==> config.mk <==
export PLATFORM = sky130hd
export DESIGN_NAME = aig_response_collector_flat
export DESIGN_NICKNAME = d
export VERILOG_FILES = /design/src/rtl/aig_response_collector_if.sv /design/src/rtl/aig_response_collector.sv /design/src/flat_wrapper.sv
export SDC_FILE = /design/constraint.sdc
export NUM_CORES = 1
export LEC_CHECK = 0
export ABC_CLOCK_PERIOD_IN_PS = 3900
export CORE_MARGIN = 2
export CORE_UTILIZATION = 57
export CTS_BUF_LIST = sky130_fd_sc_hd__clkbuf_4
export DETAILED_ROUTE_END_ITERATION = 7
export PLACE_DENSITY = 0.88
export SETUP_SLACK_MARGIN = 0.05
export SLEW_MARGIN = 40
export SYNTH_ARGS = -nofsm -noshare
export SYNTH_HDL_FRONTEND = slang
export SYNTH_SLANG_ARGS = --single-unit
==> constraint.sdc <==
create_clock -name clk -period 3.9 [get_ports clk]
set_input_delay 0.78 -clock clk [delete_from_list [all_inputs] [get_ports clk]]
set_output_delay 0.78 -clock clk [all_outputs]
set_load 0.01 [all_outputs]
==> src/rtl/aig_response_collector_if.sv <==
// Response-word handshake between the circuit-under-test reader and the collector.
// The producer drives valid/data and the collector drives ready.
interface aig_response_collector_if #(
  parameter int OUT_W = 18
);
  logic             in_valid;
  logic             in_ready;
  logic [OUT_W-1:0] in_data;

  modport master (output in_valid, output in_data, input in_ready);
  modport slave  (input in_valid, input in_data, output in_ready);
endinterface

==> src/rtl/aig_response_collector.sv <==
// Response collector for CCGRCG50: duplicated-group consistency check plus MISR compaction.
// Optional watchdog enabled by defining COLLECTOR_TIMEOUT_EN.
//
// state | meaning
// IDLE  | waiting for start, in_ready low
// RUN   | accepting response words, busy high
// DONE  | results held until the next start
module aig_response_collector #(
  parameter int               OUT_W       = 18,
  parameter int               SIG_W       = 32,
  parameter int               CNT_W       = 16,
  parameter logic [SIG_W-1:0] POLY        = 32'h04C11DB7,
  parameter logic [SIG_W-1:0] SIG_SEED    = 32'hFFFFFFFF,
  parameter logic [OUT_W-1:0] MASK_A      = 18'h0687F,
  parameter logic [OUT_W-1:0] MASK_B      = 18'h39780,
  parameter int               TIMEOUT_CYC = 1024
) (
  input  logic                          clk,
  input  logic                          rst,
  input  logic                          start,
  input  logic [CNT_W-1:0]              num_vectors,
  aig_response_collector_if.slave       bus,
  output logic                          busy,
  output logic                          done,
  output logic [SIG_W-1:0]              sig_out,
  output logic [CNT_W-1:0]              mismatch_cnt,
  output logic                          group_err,
  output logic [CNT_W-1:0]              first_err_idx,
  output logic                          timeout
);

  typedef enum logic [1:0] {IDLE, RUN, DONE} state_t;

  state_t           state;
  logic [CNT_W-1:0] vec_cnt;
  logic [CNT_W-1:0] num_lat;
  logic             accept;
  logic             last_word;
  logic             word_bad;
  logic [OUT_W-1:0] masked_a;
  logic [OUT_W-1:0] masked_b;
  logic [SIG_W-1:0] sig_next;

  assign bus.in_ready = (state == RUN);
  assign busy         = (state == RUN);
  assign done         = (state == DONE);
  assign accept       = bus.in_valid & bus.in_ready;
  assign last_word    = (vec_cnt == num_lat - CNT_W'(1));

  // A group is healthy only when all its duplicated outputs agree.
  assign masked_a = bus.in_data & MASK_A;
  assign masked_b = bus.in_data & MASK_B;
  assign word_bad = ((masked_a != '0) && (masked_a != MASK_A)) ||
                    ((masked_b != '0) && (masked_b != MASK_B));

  assign sig_next = {sig_out[SIG_W-2:0], 1'b0} ^ (sig_out[SIG_W-1] ? POLY : '0) ^
                    SIG_W'(bus.in_data);

`ifdef COLLECTOR_TIMEOUT_EN
  localparam int WD_W = (TIMEOUT_CYC > 2) ? $clog2(TIMEOUT_CYC) : 1;
  localparam logic [WD_W-1:0] WD_LOAD = WD_W'(TIMEOUT_CYC - 1);
  logic [WD_W-1:0] wd_cnt;
`else
  logic unused_timeout_cfg;
  assign unused_timeout_cfg = (TIMEOUT_CYC > 0);
  assign timeout = 1'b0;
`endif

  always_ff @(posedge clk) begin
    if (rst) begin
      state         <= IDLE;
      sig_out       <= SIG_SEED;
      vec_cnt       <= '0;
      num_lat       <= '0;
      mismatch_cnt  <= '0;
      group_err     <= 1'b0;
      first_err_idx <= '0;
`ifdef COLLECTOR_TIMEOUT_EN
      timeout       <= 1'b0;
      wd_cnt        <= WD_LOAD;
`endif
    end else begin
      case (state)
        IDLE, DONE: begin
          if (start) begin
            sig_out       <= SIG_SEED;
            vec_cnt       <= '0;
            mismatch_cnt  <= '0;
            group_err     <= 1'b0;
            first_err_idx <= '0;
            num_lat       <= num_vectors;
            state         <= (num_vectors != '0) ? RUN : DONE;
`ifdef COLLECTOR_TIMEOUT_EN
            timeout       <= 1'b0;
            wd_cnt        <= WD_LOAD;
`endif
          end
        end
        RUN: begin
          if (accept) begin
            sig_out <= sig_next;
            vec_cnt <= vec_cnt + CNT_W'(1);
            if (word_bad) begin
              if (mismatch_cnt != '1) mismatch_cnt <= mismatch_cnt + CNT_W'(1);
              if (!group_err) first_err_idx <= vec_cnt;
              group_err <= 1'b1;
            end
            if (last_word) state <= DONE;
`ifdef COLLECTOR_TIMEOUT_EN
            wd_cnt <= WD_LOAD;
`endif
          end
`ifdef COLLECTOR_TIMEOUT_EN
          // Down-counter terminal count: TIMEOUT_CYC idle cycles since the last accept.
          else if (wd_cnt == '0) begin
            state   <= DONE;
            timeout <= 1'b1;
          end else begin
            wd_cnt <= wd_cnt - WD_W'(1);
          end
`endif
        end
        default: state <= IDLE;
      endcase
    end
  end

endmodule

==> src/flat_wrapper.sv <==
// flat-port wrapper written by rule: the top's interface ports become plain ports
module aig_response_collector_flat 
#(
  parameter int               OUT_W       = 18,
  parameter int               SIG_W       = 32,
  parameter int               CNT_W       = 16,
  parameter logic [SIG_W-1:0] POLY        = 32'h04C11DB7,
  parameter logic [SIG_W-1:0] SIG_SEED    = 32'hFFFFFFFF,
  parameter logic [OUT_W-1:0] MASK_A      = 18'h0687F,
  parameter logic [OUT_W-1:0] MASK_B      = 18'h39780,
  parameter int               TIMEOUT_CYC = 1024
)
  (clk, rst, start, num_vectors, busy, done, sig_out, mismatch_cnt, group_err, first_err_idx, timeout, bus_in_valid, bus_in_data, bus_in_ready);
  aig_response_collector_if #(.OUT_W(OUT_W)) bus_i ();
  input  logic clk;
  input  logic rst;
  input  logic start;
  input  logic [CNT_W-1:0] num_vectors;
  output logic busy;
  output logic done;
  output logic [SIG_W-1:0] sig_out;
  output logic [CNT_W-1:0] mismatch_cnt;
  output logic group_err;
  output logic [CNT_W-1:0] first_err_idx;
  output logic timeout;
  input wire logic [$bits(bus_i.in_valid)-1:0] bus_in_valid;
  input wire logic [$bits(bus_i.in_data)-1:0] bus_in_data;
  output wire logic [$bits(bus_i.in_ready)-1:0] bus_in_ready;
  assign bus_i.in_valid = bus_in_valid;
  assign bus_i.in_data = bus_in_data;
  assign bus_in_ready = bus_i.in_ready;
  aig_response_collector #(.OUT_W(OUT_W), .SIG_W(SIG_W), .CNT_W(CNT_W), .POLY(POLY), .SIG_SEED(SIG_SEED), .MASK_A(MASK_A), .MASK_B(MASK_B), .TIMEOUT_CYC(TIMEOUT_CYC)) u_core (.clk(clk), .rst(rst), .start(start), .num_vectors(num_vectors), .bus(bus_i), .busy(busy), .done(done), .sig_out(sig_out), .mismatch_cnt(mismatch_cnt), .group_err(group_err), .first_err_idx(first_err_idx), .timeout(timeout));
endmodule
==> flow_metrics.tcl <==
set metrics [dict create \
    grt_pass1_wl_mm 20.5 \
    intPower_mw 1.39 \
    synth.avg_cell_area_sq_um 8.38 \
    grt_pass1_vias 4460 \
    whs_ps 490 \
    ys_seq_area_share_pct 40.0 \
    vdd_drop_max_v 0.000226 \
    cts_resized 0 \
    layout_commonest_cell "clkdlybuf4s50_1" \
    cts_max_path_buffers 2 \
    synth_ff_type "dfxtp_1" \
    dieArea_sq_um 9450 \
    clock_sinks 99 \
    synth_cell_types 67 \
    switching_share_pct 29.1 \
    synth.cell_area_sq_um 4950 \
    post-place-ws_ps 760 \
    antenna_found_initial 0 \
    rsz0062_at_grt "false" \
    std_cell_rows 34 \
    drive_above_1_share_pct 6.30 \
    synth_compound_area_share_pct 16.1 \
    synth_top_family_by_area "simple AND/OR/NAND/NOR gates" \
    pwr_density_cell_nw_per_um2 317 \
    max_slew_margin_pct 56.5 \
    cts_tree "built" \
    ys_seq_elements 99 \
    hold_buffers 0 \
    wl_per_cell_um 15.8 \
    arrival_ps 3020 \
    clock_skew_ps 9.16 \
    cts_buffers 9 \
    endpoint_kind "register" \
    synth_mux_area_share_pct 0.631 \
    critPathBufInv 2 \
    switching_power_mw 0.569 \
    crit_family "simple AND/OR/NAND/NOR gates" \
    track_usage_pct 26.2 \
    synthArstFlopShare_pct 0 \
    cpMostUsedCell "nand2_1" \
    root_buffer "clkbuf_4" \
    post-route-drc-count 0 \
    required_ps 4240 \
    tightest_slew_ps 646 \
    setup_tns_ps 0 \
    final_nets 718 \
    die_y_um 97.2 \
    path_max_fanout 38 \
    h-tree-depth 3 \
    hold_depth 2 \
    setup_viol 0 \
    final_cell_area_sq_um 6160 \
    worstSetupStartpointType "input pin" \
    synth-adder-area-share_pct 0.758 \
    die_w_um 97.2 \
    final_max_slew_viol_count 0 \
    setup_ws_ps 1220 \
    synth_edf_count 0 \
    start_util_pct 57.6 \
    finalCritPeriodShare_pct 68.7 \
    vias_per_cell 5.89 \
    antenna_cells 0 \
    port_buffers 105 \
    place.gp.congestion 0.901 \
    cts_setup_buffers 0 \
    crit_chain "clkdlybuf4s50_1 > nand2_1 > nand2_1 > buf_4 > nand3_2 > a22oi_1 > nor2_1" \
    rrSetupSlack_ps 1240 \
    yosysWarnings 0 \
    min_period_ps 2680 \
    fp.coreArea_sq_um 8590 \
    placed_cell_area_sq_um 6010 \
    synth_top_area_share_pct 40.0 \
    path_clk_slew_ps 160 \
    area_growth_pct 24.5 \
    layout_common_cells "clkdlybuf4s50_1, dfxtp_1, nor2_1, nand2_1" \
    crit_type "input pin to register" \
    via_count 4654 \
    yosys.area.top_type "dfxtp_1" \
    clk_latency_ps 450 \
    clock_power_share_pct 29.2 \
    slowest_delay_ps 490 \
    final_util_pct 71.7 \
    r2r_cells 8 \
    dpl.cell_count 774 \
    synthTopCellsByArea "dfxtp_1, xor2_1, xnor2_1, nor2_1, nand2_1" \
    hold_violations 0 \
    drv_cap 0 \
    status "finished clean" \
    instances_no_fill 790 \
    min_path_type "register to register" \
    drt_iter0_drc 218 \
    overflow 0 \
    cp_slowest_cell "clkdlybuf4s50_1" \
    grt_start_max_net_pins 48 \
    comb_power_share_pct 16.3 \
    postSynthCellCount 591 \
    total_power_mw 1.95 \
    max_freq_ghz 0.373 \
    hpwl_mm 9.08 \
    ant_nets 0 \
    synth_xor_area_share_pct 11.0 \
    cp.depth 7 \
    first_pass_iters 4 \
    yosys.area_share.simple_pct 27.1 \
    num_io_pins 107 \
    seqPwrFrac_pct 54.5 \
    routed_wl_mm 12.5 \
    leakagePower_nw 2.23 \
    syn-num-nets 632 \
]
worst min-delay path, delay by kind of cell, from the launching register on:
kind	cells	cell delay, ps
flip-flops	1	360
AND/OR/NAND/NOR	1	60
AO/OA/AOI/OAI	1	50
Yosys cell counts (all sizes together), types with 2 or more instances:
library cell and number:
nor2b 3, or3 8, nand2 61, mux2i 2, nor4b 2, xor2 32, o211ai 5, and3b 2
a21oi 32, o21bai 22, inv 7, nand4 13, or2 3, a31oi 3, dfxtp 99, a22oi 16
and4 2, clkbuf 23, nand2b 11, o31ai 7, and3 8, o22ai 6, nand3 20, xnor2 30
nor3 29, o21ai 10, nor2 69, o2111ai 3, or4 14, buf 15, nand3b 3, nor4 8
ha 3, or4b 2
cell type report:
cell class	count	area (sq um)
multi-input cells	446	2760
clock buffers	9	67.6
fillers	669	2430
repair buffers	114	1110
well taps	108	135
clock inverters	7	83.8
inverters	7	26.3
flip-flops and latches	99	1980
cells by family after synthesis:
family,after synthesis
and+or+nand+nor,260
AOI/OAI and AO/OA,117
DFF,99
xor gates and xnor gates,62
buffers and inverters,46
adders and majority gates,3
muxes,3
other,1
registers in the layout (all words and copies together), names as in the netlist:
register / cells
u_core.first_err_idx: 16
u_core.vec_cnt: 16
u_core.num_lat: 16
u_core.group_err: 1
u_core.state: 2
u_core.mismatch_cnt: 16
u_core.sig_out: 32
routing by layer:
layer / global-route usage (%) / up-vias / part of all wire, %
li1: - / 2271 / -
met1: 31.8 / 2216 / 43
met2: 45.9 / 141 / 49
met3: 4.60 / 26 / 4.9
met4: 10.6 / 0 / 2.6
met5: 0 / - / 0
power groups by stage:
| stage | sequential (mW) | clock (mW) | combinational [mW] |
|---|---|---|---|
| final | 1.07 | 0.572 | 0.318 |
| after global routing | 1.07 | 0.624 | 0.345 |
| after CTS | 1.06 | 0.583 | 0.316 |
| after detailed placement | 1.09 | 0 | 0.315 |
| after global placement | 1.08 | 0 | 0.304 |
| after floorplan | 1.08 | 0 | 0.203 |
worst paths after layout:
check / from / endpoint
max: bus_in_valid / u_core.first_err_idx[0]
min: u_core.num_lat[12] / u_core.num_lat[12]
max reg2reg: u_core.state[0] / u_core.first_err_idx[0]
min reg2reg: u_core.num_lat[12] / u_core.num_lat[12]
Power figures use the tool's default switching activity.
